===== config.mk =====
export PLATFORM = sky130hd
export DESIGN_NAME = wb_port_arbiter
export DESIGN_NICKNAME = d
export VERILOG_FILES = /design/src/rtl/wb_arb_pkg.sv /design/src/rtl/wb_result_fifo.sv /design/src/rtl/wb_port_arbiter.sv
export SDC_FILE = /design/constraint.sdc
export NUM_CORES = 1
export LEC_CHECK = 0
export ABC_CLOCK_PERIOD_IN_PS = 4300
export CAP_MARGIN = 10
export CORE_AREA = 2 2 101 128
export CTS_BUF_LIST = sky130_fd_sc_hd__clkbuf_4 sky130_fd_sc_hd__clkbuf_8
export DETAILED_ROUTE_END_ITERATION = 6
export DIE_AREA = 0 0 103 130
export GPL_TIMING_DRIVEN = 0
export PLACE_DENSITY = 0.74
export SLEW_MARGIN = 25
export SYNTH_ARGS = -nofsm -noshare
export SYNTH_HDL_FRONTEND = slang
export SYNTH_SLANG_ARGS = --single-unit

===== constraint.sdc =====
create_clock -name clk -period 4.3 [get_ports clk]
set_input_delay 1.075 -clock clk [delete_from_list [all_inputs] [get_ports clk]]
set_output_delay 1.075 -clock clk [all_outputs]
set_load 0.01 [all_outputs]

===== src/rtl/wb_arb_pkg.sv =====
// Shared types for the write-back port arbiter.
// Source select codes, x0 constant and the MDU result entry.
package wb_arb_pkg;

  localparam logic SRC_PIPE = 1'b0;
  localparam logic SRC_MDU  = 1'b1;

  localparam logic [4:0] REG_ZERO = 5'd0;

  typedef struct packed {
    logic [4:0]  rd;
    logic [31:0] data;
    logic        kill;
  } wb_entry_t;

endpackage


===== src/rtl/wb_result_fifo.sv =====
// MDU result FIFO: storage, pointers, count, kill-by-rd and pend lookup.
// Ports: push/push_entry in, pop in, kill_en/kill_rd in, head/empty/full out,
// pend_rs1/pend_rs2 in, pend_hit out. Sync active-low rst.
module wb_result_fifo
  import wb_arb_pkg::*;
#(
  parameter int DEPTH = 2
) (
  input  logic      clk,
  input  logic      rst,
  input  logic      push,
  input  wb_entry_t push_entry,
  input  logic      pop,
  input  logic      kill_en,
  input  logic [4:0] kill_rd,
  input  logic [4:0] pend_rs1,
  input  logic [4:0] pend_rs2,
  output wb_entry_t head,
  output logic      empty,
  output logic      full,
  output logic      pend_hit
);

  localparam int AW = $clog2(DEPTH);
  localparam int CW = AW + 1;

  wb_entry_t      mem [DEPTH];
  logic [AW-1:0]  rd_ptr;
  logic [AW-1:0]  wr_ptr;
  logic [CW-1:0]  count;
  logic [AW-1:0]  offs [DEPTH];
  logic [DEPTH-1:0] live;

  // An index is live when its distance from the read pointer is below count.
  always_comb begin
    for (int i = 0; i < DEPTH; i++) begin
      offs[i] = AW'(i) - rd_ptr;
      live[i] = {1'b0, offs[i]} < count;
    end
  end

  always_comb begin
    pend_hit = 1'b0;
    for (int i = 0; i < DEPTH; i++) begin
      if (live[i] && !mem[i].kill &&
          ((pend_rs1 != REG_ZERO && mem[i].rd == pend_rs1) ||
           (pend_rs2 != REG_ZERO && mem[i].rd == pend_rs2)))
        pend_hit = 1'b1;
    end
  end

  assign head  = mem[rd_ptr];
  assign empty = (count == '0);
  assign full  = (count == CW'(DEPTH));

  always_ff @(posedge clk) begin
    if (!rst) begin
      rd_ptr <= '0;
      wr_ptr <= '0;
      count  <= '0;
      for (int i = 0; i < DEPTH; i++) mem[i] <= '0;
    end else begin
      for (int i = 0; i < DEPTH; i++) begin
        if (kill_en && live[i] && mem[i].rd == kill_rd)
          mem[i].kill <= 1'b1;
      end
      // Push targets a non-live slot, so it never collides with a kill.
      if (push) begin
        mem[wr_ptr] <= push_entry;
        wr_ptr      <= wr_ptr + 1'b1;
      end
      if (pop) rd_ptr <= rd_ptr + 1'b1;
      count <= count + CW'(push) - CW'(pop);
    end
  end

endmodule


===== src/rtl/wb_port_arbiter.sv =====
// Shares the register-file write port between pipeline write-back and MDU.
// Pipeline wins; MDU results drain from a FIFO into idle slots.
module wb_port_arbiter
  import wb_arb_pkg::*;
#(
  parameter int DEPTH        = 2,
  parameter int STARVE_LIMIT = 4
) (
  input  logic        clk,
  input  logic        rst,
  input  logic        wb_reg_file,
  input  logic [4:0]  wb_rd,
  input  logic [31:0] wb_data,
  input  logic        mdu_valid,
  input  logic [4:0]  mdu_rd,
  input  logic [31:0] mdu_data,
  output logic        mdu_ready,
  output logic        rf_we,
  output logic [4:0]  rf_rd,
  output logic [31:0] rf_wdata,
  output logic        rf_src,
  output logic        stall_req,
  input  logic [4:0]  pend_rs1,
  input  logic [4:0]  pend_rs2,
  output logic        pend_hit
);

  wb_entry_t head;
  wb_entry_t push_entry;
  logic      empty;
  logic      full;
  logic      fifo_hit;
  logic      pipe_own;
  logic      mdu_wr;
  logic      pop;
  logic      push;
  logic [3:0] starve_cnt;

  assign pipe_own = wb_reg_file && (wb_rd != REG_ZERO);
  assign mdu_wr   = !empty && !head.kill && !pipe_own;
  // A killed head leaves regardless of who owns the slot.
  assign pop      = !empty && (head.kill || !pipe_own);
  assign push     = mdu_valid && !full;

  assign push_entry.rd   = mdu_rd;
  assign push_entry.data = mdu_data;
  assign push_entry.kill = (mdu_rd == REG_ZERO);

  wb_result_fifo #(.DEPTH(DEPTH)) u_fifo (
    .clk        (clk),
    .rst        (rst),
    .push       (push),
    .push_entry (push_entry),
    .pop        (pop),
    .kill_en    (pipe_own),
    .kill_rd    (wb_rd),
    .pend_rs1   (pend_rs1),
    .pend_rs2   (pend_rs2),
    .head       (head),
    .empty      (empty),
    .full       (full),
    .pend_hit   (fifo_hit)
  );

  always_ff @(posedge clk) begin
    if (!rst) begin
      starve_cnt <= '0;
    end else if (empty || pop) begin
      starve_cnt <= '0;
    end else if (starve_cnt != 4'hF) begin
      starve_cnt <= starve_cnt + 4'd1;
    end
  end

  always_comb begin
    rf_we     = 1'b0;
    rf_rd     = '0;
    rf_wdata  = '0;
    rf_src    = SRC_PIPE;
    stall_req = 1'b0;
    pend_hit  = 1'b0;
    mdu_ready = 1'b0;
    if (rst) begin
      mdu_ready = !full;
      stall_req = (starve_cnt >= 4'(STARVE_LIMIT));
      pend_hit  = fifo_hit;
      unique case (1'b1)
        pipe_own: begin
          rf_we    = 1'b1;
          rf_rd    = wb_rd;
          rf_wdata = wb_data;
          rf_src   = SRC_PIPE;
        end
        mdu_wr: begin
          rf_we    = 1'b1;
          rf_rd    = head.rd;
          rf_wdata = head.data;
          rf_src   = SRC_MDU;
        end
        default: ;
      endcase
    end
  end

endmodule


==> results.json, run 1 <==
{
  "hold_path.class": "register to register",
  "grt_max_degree": 24,
  "core.rowCount": 46,
  "via_count": 3758,
  "grt_pass1_wl_microns": 19200,
  "synth_top_flop_cell": "edfxtp_1",
  "fp.dieW_microns": 103,
  "outcome": "finished clean",
  "p_sw_uw": 827,
  "die_height_microns": 130,
  "synth_cell_types": 33,
  "cts-buffers-inserted": 9,
  "p_total_mw": 2.60,
  "p_int_mw": 1.77,
  "hold_viol": 0,
  "fin_util": 0.542,
  "crit_type": "input pin to output pin",
  "dieArea_sq_um": 13400,
  "antenna_cells": 0,
  "syn_area_sq_um": 4770,
  "power_frac_clock": 0.227,
  "ys_top_cells_by_area": "edfxtp_1 48%, and2_1 10%, mux2i_1 8.2%, nor2b_1 4.6%, nor3_1 4.4%",
  "ys_seq_area_frac": 0.516,
  "portBuffers": 129,
  "cap_violations": 0,
  "layout_min_cycle_time_ns": 4.17,
  "first_pass_iters": 4,
  "crit_arrival_ns": 3.09,
  "dp_hpwl_microns": 9330,
  "cp_data_required_time_ns": 3.22,
  "yosysMostFrequentCell": "and2_1",
  "ctsHtreeMaxLevel": 3,
  "rrSetupSlack_ns": 2.04,
  "core_sq_um": 12300,
  "skew_ns": 0.0115,
  "cp-end-kind": "output pin",
  "syn_area_per_cell_sq_um": 10.7,
  "syn-num-nets": 538,
  "via_per_inst": 4.93,
  "clockRootBuffer": "clkbuf_8",
  "initial_utilization": 0.388,
  "overflow": 0,
  "holdBufCountCts": 0,
  "drt_iter0_drc": 104,
  "yosys.area.top_type": "edfxtp_1",
  "ir_drop_v": 0.000165,
  "seqPwrFrac": 0.423,
  "yosys.area.top_type_share": 0.478,
  "hold_slack_ns": 0.565,
  "wl_per_cell_microns": 16.2,
  "swShare": 0.318,
  "worst_pin_slew_ns": 0.771,
  "p_leak_nw": 2.53,
  "nets": 681,
  "slew_headroom": 0.486,
  "clkSinkCount": 85,
  "clkLatencyLatePin_ns": 0.35,
  "powerDensity_nw_per_um2": 390,
  "ios": 130,
  "synthArstFlopShare": 0,
  "synth_common_cells": "80 x and2_1, 76 x edfxtp_1, 42 x nor3_1",
  "cp-start-kind": "input pin",
  "setup_viol": 0,
  "track_usage": 0.190,
  "synthCells": 447,
  "fmax_mhz": 240,
  "cts_buffer_depth": 2,
  "area_growth_pct": 39.8,
  "synth-seq-cells": 85,
  "combPwrFrac": 0.351,
  "routed_wl_microns": 12400,
  "multiInputGateArea_sq_um": 2300,
  "routabilityCongestion": 0.837,
  "ys_warn_count": 0,
  "fillCellCount": 1114,
  "post-cts-setup-buffers": 0,
  "rsz0062_at_grt": "no",
  "slew_viol_final": 0,
  "cp_max_fo": 10,
  "cts_tree": "built",
  "drc": 0,
  "clkTransAtPathRegs_ns": 0.09,
  "synth_edf_count": 76,
  "antenna_left": 0,
  "layout.area.seq_sq_um": 2460,
  "layout-drive-gt1-share": 0.0975,
  "fin_crit_sh": 0.969,
  "antenna_found_initial": 0,
  "grt_pass1_vias": 3953
}
==> critical path, stage by stage <==
cell and delay, ns:
dlygate4sd2_1 0.30, or4_1 0.53, o21a_2 0.26, buf_4 0.21, nor3_2 0.25, a21oi_1 0.06, nor2b_1 0.12, dlygate4sd2_1 0.29
==> layout by cell type (no fill, tap or decap), drive strengths merged, types with 14 or more instances in the layout <==
master / netlist / routed
and2: 80 / 80
nor3: 42 / 42
dlygate4sd2: 0 / 42
a21oi: 39 / 39
xnor2: 18 / 18
mux2i: 39 / 39
nor2: 14 / 14
nor2b: 35 / 35
xor2: 17 / 17
clkbuf: 23 / 35
edfxtp: 76 / 76
clkdlybuf4s50: 0 / 86
==> layout make-up <==
cell class              instances  area share
plain buffers                  29      0.0227
clock buffers                  13      0.0259
clock inverters                 3     0.00637
inverters                       6     0.00337
multi-input cells             327       0.345
flip-flops and latches         85       0.369
well taps                     168      0.0315
repair buffers                132       0.196
==> power by group through the flow <==
stage	Clock [mW]	Sequential, mW	Combinational (mW)
2_1_floorplan	0	1.10	0.558
3_3_place_gp	0	1.11	0.840
3_5_place_dp	0	1.12	0.892
4_1_cts	0.600	1.10	0.918
5_1_grt	0.626	1.11	0.995
6_report	0.589	1.10	0.912
==> per-layer routing <==
metal	global-route usage	vias to the layer above	wire, microns
met2	0.351	95	6720
met5	0	-	0
met1	0.208	1784	4790
met3	0.0327	31	482
li1	-	1848	-
met4	0.0851	0	379
==> final timing paths <==
path	startpoint	end	depth (start not counted)
max reg2reg	u_fifo.count[1]	u_fifo.mem[1][20]	7
max	wb_rd[4]	rf_wdata[4]	8
min reg2reg	starve_cnt[3]	starve_cnt[2]	2
min	starve_cnt[3]	starve_cnt[2]	2
==> sequential cells by signal (all words and copies together) (netlist names), named ones only <==
name	cells
starve_cnt	4
u_fifo.count	2
u_fifo.mem	76
u_fifo.rd_ptr	1
u_fifo.wr_ptr	1
==> metrics by stage <==
stage / setup TNS, ns / instances / setup WS [ns] / area, sq um
2_1_floorplan: 0 / 447 / 0.799 / 4770
3_3_place_gp: -28.68 / 744 / -0.537 / 6280
3_5_place_dp: -13.52 / 747 / -0.425 / 6360
4_1_cts: 0 / 763 / 0.000825 / 6670
5_1_grt: 0 / 763 / 0.0216 / 6670
6_report: 0 / 763 / 0.132 / 6670
==> cell families after synthesis <==
group	count (synthesis)	share of synthesized area
fa+ha+maj	3	0.00786
flops	85	0.516
mux	39	0.0818
xor+xnor	35	0.0642
compound gates	54	0.0626
buf+inv	35	0.0309
simple gates	196	0.237
==> what timing repair did <==
action                                  in CTS  in global routing
endpoints found under the setup margin      41                  2
resized for setup                           79                  2
gates cloned                                 0                  0
pin swaps                                    0                  0
Note: power is estimated with default switching activity, not from simulation.
==> run 2: changes to the inputs <==
Settings changed: CELL_PAD_IN_SITES_DETAIL_PLACEMENT from default to 1, CELL_PAD_IN_SITES_GLOBAL_PLACEMENT from default to 1, CORE_AREA 2 2 101 128 to 2 2 108 136, DIE_AREA 0 0 103 130 to 0 0 110 138, PLACE_DENSITY 0.74 to 0.82.
==> run 2 against run 1 <==
Power is 1.7% lower. Combinational power is 2.7% higher. Global-route usage is 0.48 points higher. Core utilization is 6.6 points lower. Clock skew is 0.0015 ns lower. Wire length is 17% higher. Hold slack better by 0.0017 ns. Largest power group unchanged.
==> results.json, run 2 (synthesis gave the netlist of run 1 again) <==
{
  "layout-drive-gt1-share": 0.0975,
  "hold_path.class": "register to register",
  "crit_buf_inv": 4,
  "critPathTopFamily": "buffers and inverters",
  "worstPathCellList": "dlygate4sd2_1 > or4_4 > o21a_4 > buf_6 > buf_4 > nor2_1 > a21oi_1 > nor2_1 > dlygate4sd2_1",
  "max_stage_delay_ns": 0.56,
  "regMostFlops": "u_fifo.mem",
  "worst_slack_ns": 0.0934,
  "cp-start-kind": "input pin",
  "nets": 681,
  "clkLatencyLatePin_ns": 0.35,
  "p_int_mw": 1.67,
  "cp_max_fo": 10,
  "core_sq_um": 14000,
  "outcome": "finished clean",
  "p_sw_uw": 887,
  "cts_buffer_depth": 2,
  "combPwrFrac": 0.367,
  "grt_max_degree": 22,
  "crit_type": "input pin to output pin",
  "cap_violations": 0,
  "rsz0062_at_grt": "no",
  "slew_viol_final": 0,
  "crit_path_top_delay_cell": "or4_4",
  "cts_tree": "built",
  "area_growth_pct": 40.0,
  "fillCellCount": 1532,
  "core.rowCount": 49,
  "clkTransAtPathRegs_ns": 0.09,
  "drt_iter0_drc": 104,
  "reg_top3": "u_fifo.mem (76), starve_cnt (4), u_fifo.count (2)",
  "seqPwrFrac": 0.432,
  "dp_hpwl_microns": 10800,
  "fmax_mhz": 238,
  "slew_headroom": 0.451,
  "fp.dieW_microns": 110,
  "clockRootBuffer": "clkbuf_8",
  "ios": 130,
  "post-cts-setup-buffers": 0,
  "skew_ns": 0.0100,
  "layout_min_cycle_time_ns": 4.21,
  "grt_pass1_vias": 4445,
  "antenna_left": 0,
  "via_count": 3915,
  "cp_data_required_time_ns": 3.22,
  "antenna_found_initial": 0,
  "mostFrequentLayoutCells": "86 x clkdlybuf4s50_1, 80 x and2_1, 76 x edfxtp_1",
  "pre_cts_ws_ns": -0.591,
  "routed_wl_microns": 14400,
  "power_frac_clock": 0.201,
  "p_leak_nw": 2.59,
  "fin_crit_sh": 0.978,
  "holdBufCountCts": 0,
  "crit_arrival_ns": 3.13,
  "hold_viol": 0,
  "swShare": 0.347,
  "clkSinkCount": 85,
  "dieArea_sq_um": 15200,
  "ir_drop_v": 0.000142,
  "via_per_inst": 5.06,
  "track_usage": 0.194,
  "antenna_cells": 0,
  "worst_pin_slew_ns": 0.823,
  "overflow": 0,
  "ctsHtreeMaxLevel": 3,
  "die_height_microns": 138,
  "portBuffers": 129,
  "wl_per_cell_microns": 18.7,
  "cp-end-kind": "output pin",
  "initial_utilization": 0.340,
  "timing.setup.tns_ns": 0,
  "drc": 0,
  "powerDensity_nw_per_um2": 382,
  "first_pass_iters": 5,
  "largest_reg_flops": 76,
  "final_common_cell": "clkdlybuf4s50_1",
  "cts-buffers-inserted": 9,
  "grt_pass1_wl_microns": 22800,
  "routabilityCongestion": 0.826,
  "setup_viol": 0
}
-- run 2: worst paths after layout --
| check | slack, ns | end | cells past startpoint | from |
|---|---|---|---|---|
| setup / recovery | 0.09 | rf_rd[3] | 9 | wb_rd[4] |
| hold / removal | 0.57 | starve_cnt[2] | 2 | starve_cnt[3] |
| setup reg to reg | 2.07 | u_fifo.mem[1][25] | 8 | u_fifo.count[1] |
| hold reg to reg | 0.57 | starve_cnt[2] | 2 | starve_cnt[3] |
-- run 2: area by class of cell --
type / instances / area, sq um / area share
flip-flops and latches: 85 / 2460 / 0.368
multi-input cells: 327 / 2310 / 0.346
repair buffers: 132 / 1350 / 0.201
well taps: 178 / 223 / 0.0333
plain buffers: 29 / 145 / 0.0217
clock buffers: 9 / 124 / 0.0185
clock inverters: 7 / 50.0 / 0.00749
inverters: 6 / 22.5 / 0.00337
-- run 2: worst reg2reg max path, delay by kind of cell, from the launching register on --
| family | cells | cell delay, ns |
|---|---|---|
| buffers and inverters | 4 | 0.91 |
| flip-flops | 1 | 0.32 |
| AND/OR/NAND/NOR | 4 | 0.75 |
-- run 2: layer usage --
layer  up-vias  global-route usage  part of all wire
met2        89               0.374              0.56
li1       1850                   -                 -
met3        20              0.0292             0.034
met4         0              0.0533             0.019
met5         -                   0                 0
met1      1956               0.213              0.39
-- run 2: power by group through the flow --
stage | logic, mW | registers (mW) | clock network, mW
6_report | 0.937 | 1.10 | 0.514
4_1_cts | 0.935 | 1.10 | 0.522
3_5_place_dp | 0.922 | 1.12 | 0
2_1_floorplan | 0.558 | 1.10 | 0
3_3_place_gp | 0.851 | 1.12 | 0
5_1_grt | 1.03 | 1.11 | 0.548
-- run 2: stage by stage --
step / total power [mW] / utilization / area, sq um / hold WS, ns / cells
2_1_floorplan: 1.66 / - / 4770 / 0.507 / 447
3_3_place_gp: 1.97 / 0.448 / 6290 / 0.520 / 754
3_5_place_dp: 2.04 / 0.455 / 6380 / 0.562 / 757
4_1_cts: 2.56 / 0.472 / 6620 / 0.577 / 773
5_1_grt: 2.69 / 0.476 / 6690 / 0.612 / 773
6_report: 2.55 / 0.476 / 6690 / 0.566 / 773
-- run 2: what timing repair did --
item	4_1_cts	5_1_grt
endpoints found under the setup margin	41	14
pin swaps	0	0
gates resized for setup	64	18
